--- config.mk ---
export PLATFORM = sky130hd
export DESIGN_NAME = mcu_irq_ctrl
export DESIGN_NICKNAME = d
export VERILOG_FILES = /design/src/rtl/mcu_if_pkg.sv /design/src/rtl/irq_prio_enc.sv /design/src/rtl/mcu_irq_ctrl.sv
export SDC_FILE = /design/constraint.sdc
export NUM_CORES = 1
export LEC_CHECK = 0
export CORE_AREA = 8 8 100 102
export CTS_CLUSTER_DIAMETER = 150
export CTS_CLUSTER_SIZE = 40
export DETAILED_ROUTE_END_ITERATION = 12
export DIE_AREA = 0 0 108 110
export RECOVER_POWER = 50
export SYNTH_ARGS = -nofsm -noshare
export SYNTH_HDL_FRONTEND = slang
export SYNTH_SLANG_ARGS = --single-unit
--- constraint.sdc ---
create_clock -name clk -period 4.5 [get_ports clk]
set_input_delay 1.125 -clock clk [delete_from_list [all_inputs] [get_ports clk]]
set_output_delay 1.125 -clock clk [all_outputs]
set_load 0.02 [all_outputs]
--- src/rtl/mcu_if_pkg.sv ---
// Shared definitions for the MCU interrupt path.
//   IRQ_* : bit positions of the core-side interrupt sources in the vector
//   IRQ_W : width of the interrupt / ack vector seen by system control
//   HOLDOFF_DEFAULT : default re-assertion holdoff after an acknowledge
package mcu_if_pkg;

  localparam int IRQ_W = 8;

  localparam int IRQ_COLDBOOT = 0;
  localparam int IRQ_HID      = 1;
  localparam int IRQ_SDC      = 2;
  localparam int IRQ_OSD      = 3;
  localparam int IRQ_FDD      = 4;

  localparam logic [15:0] HOLDOFF_DEFAULT = 16'd1000;

endpackage

--- src/rtl/irq_prio_enc.sv ---
// Lowest-bit-first priority encoder.
//   vec : request vector
//   id  : index of the lowest set bit of vec (0 when vec is empty)
//   any : OR of vec
module irq_prio_enc
  import mcu_if_pkg::*;
(
  input  logic [IRQ_W-1:0] vec,
  output logic [2:0]       id,
  output logic             any
);

  // Scan from the top down so the lowest set bit is the last writer.
  always_comb begin
    id = '0;
    for (int i = IRQ_W - 1; i >= 0; i--) begin
      if (vec[i]) id = 3'(i);
    end
  end

  assign any = |vec;

endmodule

--- src/rtl/mcu_irq_ctrl.sv ---
// Interrupt aggregator feeding the system-control int_in/int_ack pair.
// Latches source events into a pending register, gates them with an
// MCU-written mask and suppresses the vector for HOLDOFF cycles after each
// nonzero acknowledge.
//   clk, reset   : system clock, synchronous active-high reset
//   src          : raw source pulses/levels (per-bit selected by EDGE_SRC)
//   mask_wr      : strobe, loads mask_in into the enable mask
//   mask_in      : new enable mask (1 = enabled)
//   int_ack      : ack vector, a set bit clears that pending bit
//   int_vec      : masked pending vector (zero while holdoff runs)
//   int_any      : OR of int_vec
//   int_id       : lowest set bit index of int_vec
//   overflow     : sticky, event hit an already-pending bit
//   holdoff_busy : holdoff counter running
module mcu_irq_ctrl
  import mcu_if_pkg::*;
#(
  parameter int          N        = 8,
  parameter logic [7:0]  EDGE_SRC = 8'hFF,
  parameter logic [15:0] HOLDOFF  = HOLDOFF_DEFAULT,
  parameter logic [7:0]  MASK_RST = 8'hFF
) (
  input  logic             clk,
  input  logic             reset,
  input  logic [N-1:0]     src,
  input  logic             mask_wr,
  input  logic [IRQ_W-1:0] mask_in,
  input  logic [IRQ_W-1:0] int_ack,
  output logic [IRQ_W-1:0] int_vec,
  output logic             int_any,
  output logic [2:0]       int_id,
  output logic [IRQ_W-1:0] overflow,
  output logic             holdoff_busy
);

  // Bits at or above N do not exist; they stay 0 and are ignored on ack.
  localparam logic [IRQ_W-1:0] VALID = IRQ_W'((9'h1 << N) - 9'h1);

  localparam logic [0:0] ST_IDLE = 1'b0;
  localparam logic [0:0] ST_HOLD = 1'b1;

  logic [IRQ_W-1:0] src_w, src_q, evt, ack_v;
  logic [IRQ_W-1:0] pending, pending_next;
  logic [IRQ_W-1:0] overflow_next;
  logic [IRQ_W-1:0] mask, mask_next;
  logic [IRQ_W-1:0] vec_next;
  logic [0:0]       state, state_next;
  logic [15:0]      cnt, cnt_next;
  logic [2:0]       id_next;
  logic             any_next;

  always_comb begin
    src_w        = '0;
    src_w[N-1:0] = src;
  end

  assign ack_v = int_ack & VALID;
  assign evt   = ((EDGE_SRC & src_w & ~src_q) | (~EDGE_SRC & src_w)) & VALID;

  // A same-cycle event beats the ack, so the bit stays pending.
  assign pending_next  = (pending & ~ack_v) | evt;
  assign overflow_next = (overflow & ~ack_v) | (evt & pending & ~ack_v);
  assign mask_next     = mask_wr ? mask_in : mask;

  always_comb begin
    state_next = state;
    cnt_next   = cnt;
    case (state)
      ST_IDLE: begin
        if ((ack_v != '0) && (HOLDOFF != 16'd0)) begin
          state_next = ST_HOLD;
          cnt_next   = HOLDOFF - 16'd1;
        end
      end
      ST_HOLD: begin
        if (ack_v != '0)       cnt_next   = HOLDOFF - 16'd1;
        else if (cnt == 16'd0) state_next = ST_IDLE;
        else                   cnt_next   = cnt - 16'd1;
      end
      default: state_next = ST_IDLE;
    endcase
  end

  // Outputs are computed from next-state values so vec/any/id move together.
  assign vec_next = (state_next == ST_IDLE) ? (pending_next & mask_next) : '0;

  irq_prio_enc u_prio_enc (
    .vec (vec_next),
    .id  (id_next),
    .any (any_next)
  );

  always_ff @(posedge clk) begin
    if (reset) begin
      src_q        <= '0;
      pending      <= '0;
      overflow     <= '0;
      mask         <= MASK_RST;
      state        <= ST_IDLE;
      cnt          <= '0;
      int_vec      <= '0;
      int_any      <= 1'b0;
      int_id       <= '0;
      holdoff_busy <= 1'b0;
    end else begin
      src_q        <= src_w;
      pending      <= pending_next;
      overflow     <= overflow_next;
      mask         <= mask_next;
      state        <= state_next;
      cnt          <= cnt_next;
      int_vec      <= vec_next;
      int_any      <= any_next;
      int_id       <= id_next;
      holdoff_busy <= (state_next == ST_HOLD);
    end
  end

endmodule
Word-level counts from Yosys, hierarchy flattened
Cells that the tools add are included.
- logic and storage cells: 49
- register bits after elaboration: 61
- mux-type cells: 17
- equal/unequal tests: 2
- reductions and logical operators: 7
- bitwise logic cells: 11
- $add $sub $neg: 1
- operators by type and width (cell ; count):
    $and A8 B8 Y8 ; 6
    $mux W16 ; 3
    $pmux W16 S2 ; 1
    $logic_not A16 Y1 ; 1
    $mux W8 ; 2
    $not A8 Y8 ; 2
    $or A8 B8 Y8 ; 2
    $sub A16 B1 Y16 const B ; 1
    $mux W3 ; 4
    $reduce_bool A8 Y1 ; 1
    $reduce_or A8 Y1 ; 1
    $reduce_or A5 Y1 ; 1
    $mux W1 ; 4
    $mux W2 ; 2
    $ne A3 B3 Y1 const B ; 1
    $reduce_or A3 Y1 ; 1
    $ne A2 B2 Y1 const B ; 1
    $pmux W1 S2 ; 1
    $reduce_and A2 Y1 ; 1
    $reduce_or A2 Y1 ; 1
    $not A1 Y1 ; 1

Longest topological paths before layout
- word-level depth: 12
- gate-level depth with buffers: 8
- depth with buffers taken out: 7

Cells and area by module
From an unflattened synthesis, not the netlist that was laid out.
- cells, all modules: 266
- area, all modules: 2429.8 um^2
- modules (own cells, without submodules) (module ; area an instance (um^2) ; instances ; cells each ; sequential area each (um^2)):
    mcu_irq_ctrl ; 2348.5 ; 1 ; 253 ; 1221.2
    irq_prio_enc ; 81.3 ; 1 ; 13 ; 0.0

Worst setup path before layout
OpenSTA, ideal clock, no wires.
- kind: input to register
- from: input port int_ack[2]
- to: register int_id[0]
- buffers on the path: 2
- arrival: 3.020 ns
- library setup time: 0.079 ns
- stages: 7
- slack: 1.401 ns
- cells stage by stage: or4_1 -> or4_4 -> or3_1 -> buf_6 -> or2_4 -> buf_6 -> a211oi_2
- word-level cells in the longest chain between the ends: 11
- ends and longest elaborated chain (what ; line ; text):
    start: declaration ; mcu_irq_ctrl.sv:28 ; input logic [IRQ_W-1:0] int_ack,
    $reduce_bool A8 Y1 ; mcu_irq_ctrl.sv:70, mcu_irq_ctrl.sv:76 ;
    $mux W1 (on tied branches) ; mcu_irq_ctrl.sv:76, mcu_irq_ctrl.sv:70 ;
    $pmux W1 S2 ; mcu_irq_ctrl.sv:68 ; case (state)
    $mux W8 * ; mcu_irq_ctrl.sv:85 ; assign vec_next = (state_next == ST_IDLE) ? (pending_next & mask_next) : '0;
    $mux W3 (4 in series) ; irq_prio_enc.sv:17 ; if (vec[i]) id = 3'(i);
    $mux W2 (2 in series) ; irq_prio_enc.sv:17 ;
    $mux W1 ; irq_prio_enc.sv:17 ;
    end signal: assignment ; mcu_irq_ctrl.sv:114 ; int_id <= id_next;
    end: declaration ; mcu_irq_ctrl.sv:31 ; output logic [2:0] int_id,
Every way passes the cells marked *; elsewhere a longest branch is shown, timed or not.
A chain may end at the register's enable or synchronous reset.

Worst setup path in the final report
- from: input port int_ack[2]
- to: register int_id[2]
- word-level cells in the longest chain between the ends: 8
- ends and longest elaborated chain (what ; line):
    $reduce_bool A8 Y1 ; mcu_irq_ctrl.sv:70, mcu_irq_ctrl.sv:76
    $mux W1 (on tied branches) ; mcu_irq_ctrl.sv:76, mcu_irq_ctrl.sv:70
    $pmux W1 S2 ; mcu_irq_ctrl.sv:68
    $mux W8 * ; mcu_irq_ctrl.sv:85
    $mux W3 (4 in series) ; irq_prio_enc.sv:17
Marked as above.

==> flow_metrics.tcl <==
set metrics [dict create \
    outcome "complete, but fails checks" \
    violations "capacitance limit, slew limit" \
    max-vdd-ir-drop_mv 0.253 \
    setup_viol 0 \
    synth_xor_area_frac 0.0406 \
    core_sq_um 8470 \
    synth_cell_types 38 \
    cts_tree "done" \
    firstDrtPassIters 4 \
    clk-insertion-delay-late_ps 340 \
    cp-end-kind "flop" \
    drv_slew 42 \
    clk_path_buf_depth 2 \
    final_cell_mix "dfxtp_1, nor2_1, clkdlybuf4s50_1" \
    drive_gt1_frac 0.0744 \
    vias 1884 \
    fin_worst_skew_ps 4.95 \
    drc 0 \
    synth_enable_flop_cells 0 \
    postCtsSetupRepairBufs 0 \
    clock_power_share 0.443 \
    sw_frac_of_total 0.220 \
    portBuffers 47 \
    grt_pass1_vias 1872 \
    drv_cap 1 \
    yosys.area_share.adder 0.0105 \
    gp_congestion 0.752 \
    cts_resized 0 \
    hold_class "flop to flop" \
    layout.nets 333 \
    period_share 0.760 \
    final_common_cell "dfxtp_1" \
    p_comb_frac 0.091 \
    die_x_um 108 \
    power.density_nw_per_um2 387 \
    ios 48 \
    placed_area_sq_um 2940 \
    grt_usage 0.0972 \
    max-slew-margin-rel -0.130 \
    die_area_sq_um 11900 \
    leakage_nw 1.21 \
    grt_overflow_total 0 \
    max_freq_mhz 292 \
    n_antenna_cell 0 \
    worstMarginPinSlew_ps 1700 \
    grt_max_degree 42 \
    cts.sinks 61 \
    synth_cells 254 \
    area_growth_syn_to_layout_pct 33.1 \
    initial_core_util 0.281 \
    synth_top_family_by_area "simple AND/OR/NAND/NOR gates" \
    internal_power_mw 0.954 \
    finalHoldViolCount 0 \
    stdcell_area_sq_um 3160 \
    synth_compound_area_frac 0.0938 \
    p_total_mw 1.22 \
    nFillCells 873 \
    whs_ps 467 \
    rows 34 \
    rsz0062_at_grt "false" \
    power_frac_seq 0.466 \
    h-tree-depth 3 \
    drt_wl_total_um 5440 \
    switchingPower_mw 0.269 \
    synth_ff_type "dfxtp_1" \
    worstSetupStartpointType "input port" \
    synth.yosys.seq_area_share 0.514 \
    path_class "input port to flop" \
    antenna_left 0 \
    die_h_um 110 \
    grt_pass1_wl_um 8830 \
    antenna_found_initial 0 \
    synthArstFlopShare 0 \
    critical_path_arrival_ps 3670 \
    viasPerCell 4.52 \
    cts.hold.buffers_added 0 \
    yosys_register_bits 61 \
    synth_nets 283 \
    synthSimpleGateAreaFrac 0.276 \
    dp_hpwl_um 4090 \
    synthMuxAreaShare 0.0385 \
    fin_crit_ps 3420 \
    drt_iter0_drc 79 \
    yosys_warnings 0 \
    avgSynthCellArea_sq_um 9.35 \
    clk_pin_slew_ps 60 \
    root_buffer "clkbuf_8" \
    cp_max_fo 12 \
    cp_data_required_time_ps 4750 \
    syn_area_sq_um 2370 \
    detail_route.wl_per_cell_um 13.0 \
    setup-tns-final_ps 0 \
    cts_buffers 9 \
]
-- power by group through the flow --
stage	combinational [mW]	clock [mW]	sequential [mW]
final	0.111	0.542	0.570
after global routing	0.123	0.589	0.571
after CTS	0.112	0.560	0.569
after detailed placement	0.111	0	0.581
after global placement	0.110	0	0.581
after floorplan	0.0645	0	0.581
-- synth_stat cells (2+ instances only) --
cell type | count | area share
dfxtp_1 | 61 | 0.51
nor2_1 | 38 | 0.060
nor2b_1 | 25 | 0.066
a21oi_1 | 19 | 0.040
nor3_1 | 14 | 0.030
nand2_1 | 9 | 0.014
mux2i_1 | 8 | 0.034
clkbuf_1 | 7 | 0.011
nand2b_1 | 7 | 0.018
o21bai_1 | 7 | 0.022
xor2_1 | 7 | 0.026
nand3_1 | 5 | 0.011
inv_1 | 4 | 0.0063
or4_1 | 4 | 0.013
xnor2_1 | 4 | 0.015
nand4_1 | 3 | 0.0079
nor4_1 | 3 | 0.0079
o21ai_0 | 3 | 0.0063
or3_1 | 3 | 0.0079
buf_6 | 2 | 0.0095
ha_1 | 2 | 0.011
nor4b_1 | 2 | 0.0074
o31ai_1 | 2 | 0.0063
-- per-stage QoR --
step / std cells / worst slack, ps / utilization
floorplan: 254 / 1400 / -
global placement: 401 / 777 / 0.347
detailed placement: 401 / 724 / 0.347
CTS: 417 / 1080 / 0.374
global route: 417 / 981 / 0.373
finish: 417 / 1080 / 0.373
-- layer usage --
layer,track usage,wire length (um)
met3,0.0430,415
met4,0.0476,104
met2,0.144,2430
met1,0.118,2490
met5,0,0
-- kinds of logic after synthesis --
| family | count (synthesis) |
|---|---|
| flip-flops | 61 |
| AND/OR/NAND/NOR | 122 |
| AO/OA/AOI/OAI | 36 |
| buffers and inverters | 13 |
| XOR/XNOR | 11 |
| adder cells (fa/ha/maj) | 2 |
| multiplexers | 9 |
-- area by class of cell --
| class | instances | area, sq um | area share |
|---|---|---|---|
| Inverter | 4 | 15.0 | 0.00475 |
| Timing Repair Buffer | 48 | 474 | 0.150 |
| Clock inverter | 4 | 70.1 | 0.0222 |
| Tap cell | 108 | 135 | 0.0428 |
| Sequential cell | 61 | 1220 | 0.386 |
| Clock buffer | 12 | 155 | 0.0491 |
| Multi-Input combinational cell | 180 | 1090 | 0.345 |
-- registers in the layout (all words and copies together), names as in the netlist --
name and flops:
pending 8, int_id 3, cnt 16, src_q 8
overflow 8, state 1, mask 8, int_any 1
int_vec 8
-- critical path: stages --
cell and delay (ps):
clkdlybuf4s50_1 440, or4_1 560, or4_4 440, or3_1 470, or2_4 360, nor4_2 270
-- final timing paths --
| check | startpoint | endpoint | slack [ps] | cells after the start |
|---|---|---|---|---|
| min | mask[3] | mask[3] | 470 | 2 |
| max | int_ack[2] | int_id[2] | 1080 | 6 |
| max reg2reg | cnt[0] | cnt[7] | 1980 | 7 |
| min reg2reg | mask[3] | mask[3] | 470 | 2 |
Power figures use the tool's default switching activity.
